===== src/rtl/serial_subtractor.sv =====
// serial_subtractor: bit-serial a - b - bin, LSB first, one bit per clock.
// One full-subtractor cell feeds a borrow flop; operands shift right while
// the difference bits enter the result register at the MSB end.
// Optional macro SERIAL_SUB_OVF_EN adds a registered signed-overflow flag ovf.
module serial_subtractor #(
  parameter int WIDTH = 4
) (
  input  logic             clk,
  input  logic             rst_n,
  input  logic             start,
  input  logic [WIDTH-1:0] a,
  input  logic [WIDTH-1:0] b,
  input  logic             bin,
  output logic             busy,
  output logic             done,
  output logic [WIDTH-1:0] diff,
  output logic             bout
`ifdef SERIAL_SUB_OVF_EN
  ,
  output logic             ovf
`endif
);

  localparam int CW = (WIDTH > 1) ? $clog2(WIDTH) : 1;

  typedef enum logic [1:0] {IDLE, SHIFT, DONE} st_t;

  st_t            st, st_nx;
  logic [WIDTH-1:0] ra, rb, res;
  logic             br;
  logic [CW-1:0]    cnt;
  logic             d, bnx, last;

`ifdef SERIAL_SUB_OVF_EN
  // operand MSBs are lost to the shift, so keep a copy for the overflow flag
  logic am, bm;
`endif

  // full-subtractor cell on the current LSBs plus the stored borrow
  always_comb begin
    d    = ra[0] ^ rb[0] ^ br;
    bnx  = (~ra[0] & rb[0]) | (~(ra[0] ^ rb[0]) & br);
    last = (cnt == CW'(WIDTH - 1));
  end

  // state register
  always_ff @(posedge clk or negedge rst_n) begin
    if (!rst_n) st <= IDLE;
    else        st <= st_nx;
  end

  // next-state logic; start outside IDLE is dropped, not queued
  always_comb begin
    st_nx = st;
    case (st)
      IDLE:    if (start) st_nx = SHIFT;
      SHIFT:   if (last)  st_nx = DONE;
      DONE:    st_nx = IDLE;
      default: st_nx = IDLE;
    endcase
  end

  assign busy = (st == SHIFT);
  assign done = (st == DONE);

  // datapath: capture on accept, shift in SHIFT, publish result on entry to DONE
  always_ff @(posedge clk or negedge rst_n) begin
    if (!rst_n) begin
      ra   <= '0;
      rb   <= '0;
      res  <= '0;
      br   <= 1'b0;
      cnt  <= '0;
      diff <= '0;
      bout <= 1'b0;
`ifdef SERIAL_SUB_OVF_EN
      am   <= 1'b0;
      bm   <= 1'b0;
      ovf  <= 1'b0;
`endif
    end else begin
      case (st)
        IDLE: begin
          if (start) begin
            ra  <= a;
            rb  <= b;
            br  <= bin;
            cnt <= '0;
`ifdef SERIAL_SUB_OVF_EN
            am  <= a[WIDTH-1];
            bm  <= b[WIDTH-1];
`endif
          end
        end
        SHIFT: begin
          ra  <= {1'b0, ra[WIDTH-1:1]};
          rb  <= {1'b0, rb[WIDTH-1:1]};
          res <= {d, res[WIDTH-1:1]};
          br  <= bnx;
          cnt <= cnt + CW'(1);
          if (last) begin
            diff <= {d, res[WIDTH-1:1]};
            bout <= bnx;
`ifdef SERIAL_SUB_OVF_EN
            // final d is the result MSB
            ovf  <= (am ^ bm) & (am ^ d);
`endif
          end
        end
        default: ;
      endcase
    end
  end

endmodule

===== config.mk =====
export PLATFORM = sky130hd
export DESIGN_NAME = serial_subtractor
export DESIGN_NICKNAME = d
export VERILOG_FILES = /design/src/rtl/serial_subtractor.sv
export SDC_FILE = /design/constraint.sdc
export NUM_CORES = 1
export LEC_CHECK = 0
export ABC_AREA = 0
export CORE_ASPECT_RATIO = 1.4
export CORE_MARGIN = 2
export CORE_UTILIZATION = 45
export CTS_BUF_LIST = sky130_fd_sc_hd__clkbuf_8
export CTS_CLUSTER_DIAMETER = 50
export DETAILED_ROUTE_END_ITERATION = 8
export GPL_TIMING_DRIVEN = 0
export PLACE_DENSITY = 0.66
export SYNTH_ARGS = -nofsm -noshare
export SYNTH_HDL_FRONTEND = slang
export SYNTH_SLANG_ARGS = --single-unit

===== constraint.sdc =====
create_clock -name clk -period 1.7 [get_ports clk]
set_input_delay 0.34 -clock clk [delete_from_list [all_inputs] [get_ports clk]]
set_output_delay 0.34 -clock clk [all_outputs]
set_load 0.005 [all_outputs]

==> results of run 1 <==
==> metrics by stage <==
stage                     hold slack (ns)  setup TNS [ns]
after floorplan                   0.04441               0
after global placement             0.4664       -0.007864
after detailed placement           0.4799       -0.003338
after CTS                          0.4928               0
after global routing               0.5104               0
final                              0.4883               0
==> area by class of cell <==
| cell class | count | area (um^2) |
|---|---|---|
| Buffer | 4 | 41.29 |
| Multi-Input combinational cell | 41 | 444.2 |
| Sequential cell | 21 | 526.8 |
| Inverter | 7 | 31.28 |
| Timing Repair Buffer | 27 | 246.5 |
| Tap cell | 22 | 27.53 |
| Clock buffer | 3 | 41.29 |
| Fill cell | 181 | 789.5 |
| Clock inverter | 1 | 3.754 |
==> layout by cell type (no fill, tap or decap), types with 2 or more instances in the layout <==
cell	count
nand2b_1	3
inv_1	7
a221oi_2	3
buf_6	3
clkbuf_8	3
nand2_1	2
dfrtp_1	20
o221a_2	3
nor4b_2	3
or4b_1	3
mux2i_1	2
mux2_1	6
clkdlybuf4s50_1	16
buf_4	10
==> power groups by stage <==
stage	registers, mW	clock network (mW)	logic [mW]
after floorplan	0.870	0	0.747
after global placement	0.897	0	1.03
after detailed placement	0.905	0	1.06
after CTS	0.877	0.323	1.24
after global routing	0.903	0.341	1.36
final	0.874	0.312	1.24
==> cell families after synthesis <==
group / synth area share (%)
multiplexers: 10.07
flip-flops: 51.60
AO/OA/AOI/OAI: 14.86
adder cells (fa/ha/maj): 3.194
AND/OR/NAND/NOR: 14.74
buffers and inverters: 5.528
==> worst max-delay path by stage <==
stage	start	end	slack [ns]	cells past startpoint
after floorplan	rb[0]$_DFFE_PN0P_	diff[3]$_DFFE_PN0P_	0.44	3
after global placement	st[1]$_DFFE_PN0P_	busy	-0.008	4
after detailed placement	st[1]$_DFFE_PN0P_	busy	-0.003	4
after CTS	st[1]$_DFFE_PN0P_	busy	0.03	5
after global routing	st[1]$_DFFE_PN0P_	busy	0.02	5
final	st[1]$_DFFE_PN0P_	done	0.06	4
==> cells in the mapped netlist <==
| library cell | n |
|---|---|
| ha_1 | 1 |
| mux2_1 | 6 |
| fa_1 | 1 |
| o311ai_1 | 1 |
| a211oi_2 | 1 |
| dfrtp_1 | 21 |
| buf_2 | 1 |
| nand2b_1 | 4 |
| nor4b_2 | 3 |
| inv_4 | 1 |
| or4b_1 | 3 |
| nand2_1 | 2 |
| mux2_4 | 1 |
| or3b_1 | 1 |
| inv_1 | 6 |
| mux2i_1 | 2 |
| nor3b_1 | 1 |
| o2bb2ai_1 | 1 |
| nand3b_2 | 1 |
| nor2b_1 | 1 |
| a22o_1 | 1 |
| o21bai_4 | 1 |
| o21ba_2 | 1 |
| o221a_2 | 3 |
| buf_4 | 3 |
| a221oi_2 | 3 |
| nor4b_1 | 1 |
| a21oi_1 | 1 |
==> flip-flops by register name, indices dropped and copies added, names as in the netlist <==
name / flops
ra: 4
bout: 1
rb: 4
diff: 4
res: 3
cnt: 2
br: 1
st: 2
==> what timing repair did <==
| item | 4_1_cts | 5_1_grt |
|---|---|---|
| buffers inserted | 8 | 1 |
| endpoints found under the hold margin | 0 | 0 |
| endpoints found under the setup margin | 2 | 1 |
| gates resized for setup | 9 | 1 |
==> per-layer routing <==
| layer | part of all wire [%] | global-route usage [%] | up-vias |
|---|---|---|---|
| li1 | - | - | 335 |
| met5 | 0 | 0 | - |
| met3 | 2.6 | 3.021 | 2 |
| met4 | 0.88 | 9.091 | 0 |
| met1 | 43 | 19.35 | 333 |
| met2 | 54 | 28.36 | 11 |
==> summary.md, run 1 <==
| Metric | Value |
|---|---|
| Gpl congestion | `roughly 0.65` |
| RR Startpoint | `st[1]$_DFFE_PN0P_` |
| Die span in y | `60.29 um` |
| CTS Buf Count | `3` |
| Hold/Removal Path Class | `flop to flop` |
| Crit path kind | `flop to output pin` |
| Cell area after synthesis | `around 1000 um^2` |
| Final Hold Viols | `0` |
| Syn. warnings | `0` |
| Antenna violations before repair | `0` |
| Fin util | `63.31%` |
| Largest area contributor in the netlist | `dfrtp_1` |
| Period Utilization, post-route | `96.26%` |
| Maximum VDD drop | `approximately 0.00091 V` |
| Clock power share | `between 10% and 20%` |
| Slew @ Worst Pin | `0.9345 ns` |
| Row count | `20` |
| Final Setup Violations | `0` |
| Sequential share of the synthesized area | `51.60%` |
| Worst path slowest cell | `dfrtp_1` |
| P&R area growth vs syn | `33.78%` |
| Setup WS pre-CTS | `-0.003338 ns` |
| Cell Area, Placed | `1226 um^2` |
| Vias in the first global route | `708` |
| Hold Path Depth | `1` |
| Status | `finished, final reports clean` |
| Worst reg2reg endpoint | `diff[3]$_DFFE_PN0P_` |
| Logic pwr share | `51.0%` |
| NetSw | `781.5 uW` |
| Hold buffer count at CTS | `0` |
| Ant diodes | `0` |
| Via-per-instance ratio | `5.405` |
| Reg power frac | `between 30% and 40%` |
| Buffers & Inverters on Critical Path | `3` |
| First-pass GRT wire length | `3132 um` |
| Iteration-0 DRC Markers | `10` |
| Critical path required time | `1.36 ns` |
| Leak pwr | `between 0.6 and 0.7 nW` |
| Final worst slack | `0.06357 ns` |
| Pin count of the biggest net entering global routing | `22` |
| Horiz. Die Dim | `44.21 um` |
| Die footprint | `2665 um^2` |
| Cell count after synthesis | `73` |
| IO Pins | `19` |
| CTS tree | `built` |
| DRC | `0` |
| Switching share of power | `32.26%` |
| Starting Density | `between 40 and 50%` |
| Dpl hpwl | `around 1300 um` |
| Hold Path End | `diff[2]$_DFFE_PN0P_` |
| Global Route Usage Sum | `between 10% and 20%` |
| Crit-path max cell delay | `0.39 ns` |
| CP Data Arrival Time | `around 1.3 ns` |
| Hold_sp | `diff[2]$_DFFE_PN0P_` |
| RSZ-0062 raised after global routing | `no` |
| Distinct cells, synth | `28` |
| Clock buffer depth | `2` |
| Share of cells above drive strength 1 | `31.73%` |
| H-tree levels | `1` |
| CTS Sinks | `21` |
| Post-route ant nets | `0` |
| Crit end category | `output pin` |
| Placed Cells | `113` |
| Post-route insts no fill | `126` |
| Clock Latency Late Sink | `0.25 ns` |
| Pwr/cell area | `1778 nW/um^2` |
| PortBufs | `18` |
| Fin area | `about 1400 um^2` |
| Synthesized net count | `87` |
| Slew Limit Headroom | `37.50%` |
| Max Clk Rate | `611.1 MHz` |
| Reg-to-reg slack, setup | `0.14 ns` |
| Worst Skew | `0.002233 ns` |
| Core area | `2152 um^2` |
| Root Driver | `clkbuf_8` |
| Crit path max-delay family | `buffers and inverters` |
| #FFs+latches synth | `21` |
| WL per Instance | `14.44 um` |
| Final max-slew violation count | `0` |
| Aggregate routed wire length | `1820 um` |
| # nets final | `approximately 120` |
| Max-Cap Viols | `0` |
| CP startpoint kind | `flop` |
| Critical path cell sequence | `buf_4 -> buf_6 -> nor2b_1 -> dlygate4sd2_1` |
| Grt total ovfl | `0` |
| Tmin final | `approximately 1.6 ns` |
| Internal power | `1.641 mW` |
| Top cell type's share of synthesized area | `51.60%` |
| Clk pin slew, worst setup/hold paths | `roughly 0.07 ns` |
| DR vias | `around 680` |
| R2R depth | `5` |
| Router iterations before antenna repair | `2` |
| Synth Area per Inst | `13.95 um^2` |
| Total power draw | `2.422 mW` |
| Top cells by area, synth | `dfrtp_1, mux2_1, a221oi_2` |
| Crit path max fanout | `10` |
Note: power is estimated with default switching activity, not from simulation.
==> inputs of run 2 (changes only) <==
--- a/config.mk
+++ b/config.mk
@@ -6,6 +6,7 @@
 export NUM_CORES = 1
 export LEC_CHECK = 0
 export ABC_AREA = 0
+export CAP_MARGIN = 20
 export CORE_ASPECT_RATIO = 1.4
 export CORE_MARGIN = 2
 export CORE_UTILIZATION = 45
@@ -13,6 +14,7 @@
 export CTS_CLUSTER_DIAMETER = 50
 export DETAILED_ROUTE_END_ITERATION = 8
 export GPL_TIMING_DRIVEN = 0
+export HOLD_SLACK_MARGIN = 0.03
 export PLACE_DENSITY = 0.66
 export SYNTH_ARGS = -nofsm -noshare
 export SYNTH_HDL_FRONTEND = slang
==> summary.md, run 2 (synthesis results as in run 1) <==
| Metric | Value |
|---|---|
| Status | `finished, final reports clean (unchanged)` |
| CP startpoint kind | `flop (unchanged)` |
| Crit end category | `output pin (unchanged)` |
| Starting Density | `47.33% (unchanged)` |
| Fin util | `64.59% (was 63.31%)` |
| R2R depth | `5 (unchanged)` |
| P&R area growth vs syn | `36.49% (was 33.78%)` |
| Dpl hpwl | `1268 um (unchanged)` |
| Pin count of the biggest net entering global routing | `22 (unchanged)` |
| Root Driver | `clkbuf_8 (unchanged)` |
| Share of cells above drive strength 1 | `32.38% (was 31.73%)` |
| Core area | `2152 um^2 (unchanged)` |
| Via-per-instance ratio | `5.409 (was 5.405)` |
| Final Setup Violations | `0 (unchanged)` |
| CTS tree | `built (unchanged)` |
| Crit path kind | `flop to output pin (unchanged)` |
| Hold/Removal Path Class | `primary input to asynchronous set/reset pin (was flop to flop)` |
| Period Utilization, post-route | `95.75% (was 96.26%)` |
| Total power draw | `2.426 mW (was 2.422 mW)` |
| Largest regs | `diff: 4 flops, ra: 4 flops, rb: 4 flops (unchanged)` |
| Final max-slew violation count | `0 (unchanged)` |
| Ant diodes | `0 (unchanged)` |
| Worst path slowest cell | `dfrtp_1 (unchanged)` |
| Die span in y | `60.29 um (unchanged)` |
| Cell Area, Placed | `1226 um^2 (unchanged)` |
| First-pass GRT wire length | `3132 um (unchanged)` |
| Pwr/cell area | `1745 nW/um^2 (was 1778 nW/um^2)` |
| CP Data Arrival Time | `1.29 ns (was 1.30 ns)` |
| Die footprint | `2665 um^2 (unchanged)` |
| RSZ-0062 raised after global routing | `no (unchanged)` |
| H-tree levels | `1 (unchanged)` |
| Router iterations before antenna repair | `2 (unchanged)` |
| Slew @ Worst Pin | `0.3384 ns (was 0.9345 ns)` |
| Crit path max fanout | `10 (unchanged)` |
| Clk pin slew, worst setup/hold paths | `0.07 ns (about the same)` |
| Antenna violations before repair | `0 (unchanged)` |
| M3 GR Usage | `3.021% (unchanged)` |
| FILL cells | `179 (was 181)` |
| DR vias | `687 (was 681)` |
| Slew Limit Headroom | `77.12% (was 37.50%)` |
| # nets final | `120 (was 119)` |
| Tmin final | `1.628 ns (was 1.636 ns)` |
| Clock buffer depth | `2 (unchanged)` |
| Critical path depth in cells | `4 (unchanged)` |
| Grt peak-use layer | `met2 (unchanged)` |
| Max-Cap Viols | `0 (unchanged)` |
| Post-route ant nets | `0 (unchanged)` |
| Hold Slack | `0.2836 ns (was 0.4883 ns)` |
| Met1 track demand over resource | `19.35% (unchanged)` |
| Aggregate routed wire length | `1811 um (was 1820 um)` |
| Setup WS pre-CTS | `-0.003338 ns (unchanged)` |
| Horiz. Die Dim | `44.21 um (unchanged)` |
| Iteration-0 DRC Markers | `11 (was 10)` |
| Most common cell after layout, fill and taps aside | `dfrtp_1 (unchanged)` |
| Row count | `20 (unchanged)` |
| DRC | `0 (unchanged)` |
| Worst Skew | `0.004584 ns (was 0.002233 ns)` |
| Vias in the first global route | `708 (unchanged)` |
| PortBufs | `18 (unchanged)` |
| Buffers & Inverters on Critical Path | `3 (unchanged)` |
| Clock Latency Late Sink | `0.25 ns (about the same)` |
| CTS Buf Count | `3 (unchanged)` |
| Global Route Usage Sum | `16.64% (unchanged)` |
| Critical path cell sequence | `buf_4 -> buf_6 -> nor2b_1 -> dlygate4sd2_1 (unchanged)` |
| Max Clk Rate | `614.3 MHz (was 611.1 MHz)` |
| Grt total ovfl | `0 (unchanged)` |
| Fin area | `1390 um^2 (was 1363 um^2)` |
| Crit path max-delay family | `buffers and inverters (unchanged)` |
| Global Route met2 Usage | `28.36% (unchanged)` |
| CTS Sinks | `21 (unchanged)` |
| IO Pins | `19 (unchanged)` |
| Final worst slack | `0.07219 ns (was 0.06357 ns)` |
| Gpl congestion | `0.6525 (unchanged)` |
| Leak pwr | `0.6234 nW (was 0.6107 nW)` |
| Maximum VDD drop | `0.0009144 V (was 0.0009122 V)` |
| Crit-path max cell delay | `0.39 ns (about the same)` |
| WL per Instance | `14.26 um (was 14.44 um)` |
| Final Hold Viols | `0 (unchanged)` |
| Commonest non-fill, non-tap cells in the layout | `dfrtp_1, clkdlybuf4s50_1, buf_4 (unchanged)` |
| Critical path required time | `1.36 ns (about the same)` |
-- run 2: cell count changes in the layout (fill, tap and decap cells not counted), sizes merged --
cell	before	now
buf	13	14
-- run 2: per-layer routing --
layer / part of all wire [%] / routed length, um / vias to the layer above
li1: - / - / 337
met4: 0.88 / 16 / 0
met3: 2.6 / 47 / 2
met1: 43 / 771 / 337
met2: 54 / 976 / 11
met5: 0 / 0 / -
-- run 2: path summary, 6_finish.rpt --
| kind | slack [ns] | startpoint | endpoint |
|---|---|---|---|
| setup reg to reg | 0.14 | st[1]$_DFFE_PN0P_ | diff[3]$_DFFE_PN0P_ |
| min in group clk | 0.49 | diff[2]$_DFFE_PN0P_ | diff[2]$_DFFE_PN0P_ |
| hold reg to reg | 0.49 | diff[2]$_DFFE_PN0P_ | diff[2]$_DFFE_PN0P_ |
| max in group asynchronous | 1.06 | rst_n | st[0]$_DFFE_PN0P_ |
| hold / removal | 0.28 | rst_n | ra[1]$_DFFE_PN0P_ |
| setup / recovery | 0.07 | st[1]$_DFFE_PN0P_ | done |
-- run 2: layout make-up --
type                       count  area, um^2  share of cell area [%]
buffer                         4       41.29                   2.970
clock buffer                   3       41.29                   2.970
clock inverter                 1       3.754                  0.2700
inverter                       7       31.28                   2.250
multi-input combinational     41       444.2                   31.95
sequential                    21       526.8                   37.89
tap                           22       27.53                   1.980
timing repair buffer          28       274.0                   19.71
-- run 2: timing repair --
action                                  in CTS  in global routing
pin swaps                                    0                  0
gates resized for setup                      9                  1
endpoints found under the setup margin       2                  1
endpoints found under the hold margin        0                  0
setup buffers                                8                  1
hold buffers                                 0                  0
-- run 2: stage by stage --
| step | setup TNS, ns | std cells |
|---|---|---|
| 2_1_floorplan | 0 | 73 |
| 3_3_place_gp | -0.007864 | 113 |
| 3_5_place_dp | -0.003338 | 113 |
| 4_1_cts | 0 | 125 |
| 5_1_grt | 0 | 127 |
| 6_report | 0 | 127 |
-- run 2: worst reg2reg max path: stages, from the launching register on --
cell	delay (ns)
dfrtp_1	0.39
buf_4	0.14
buf_4	0.13
buf_4	0.13
nand3b_2	0.30
mux2_1	0.36
-- run 2: where the power goes --
group	switching [mW]	internal, mW	leakage, nW
combinational	0.502	0.740	0.347
clock	0.149	0.160	0.0269
sequential	0.127	0.747	0.250
total	0.778	1.65	0.623
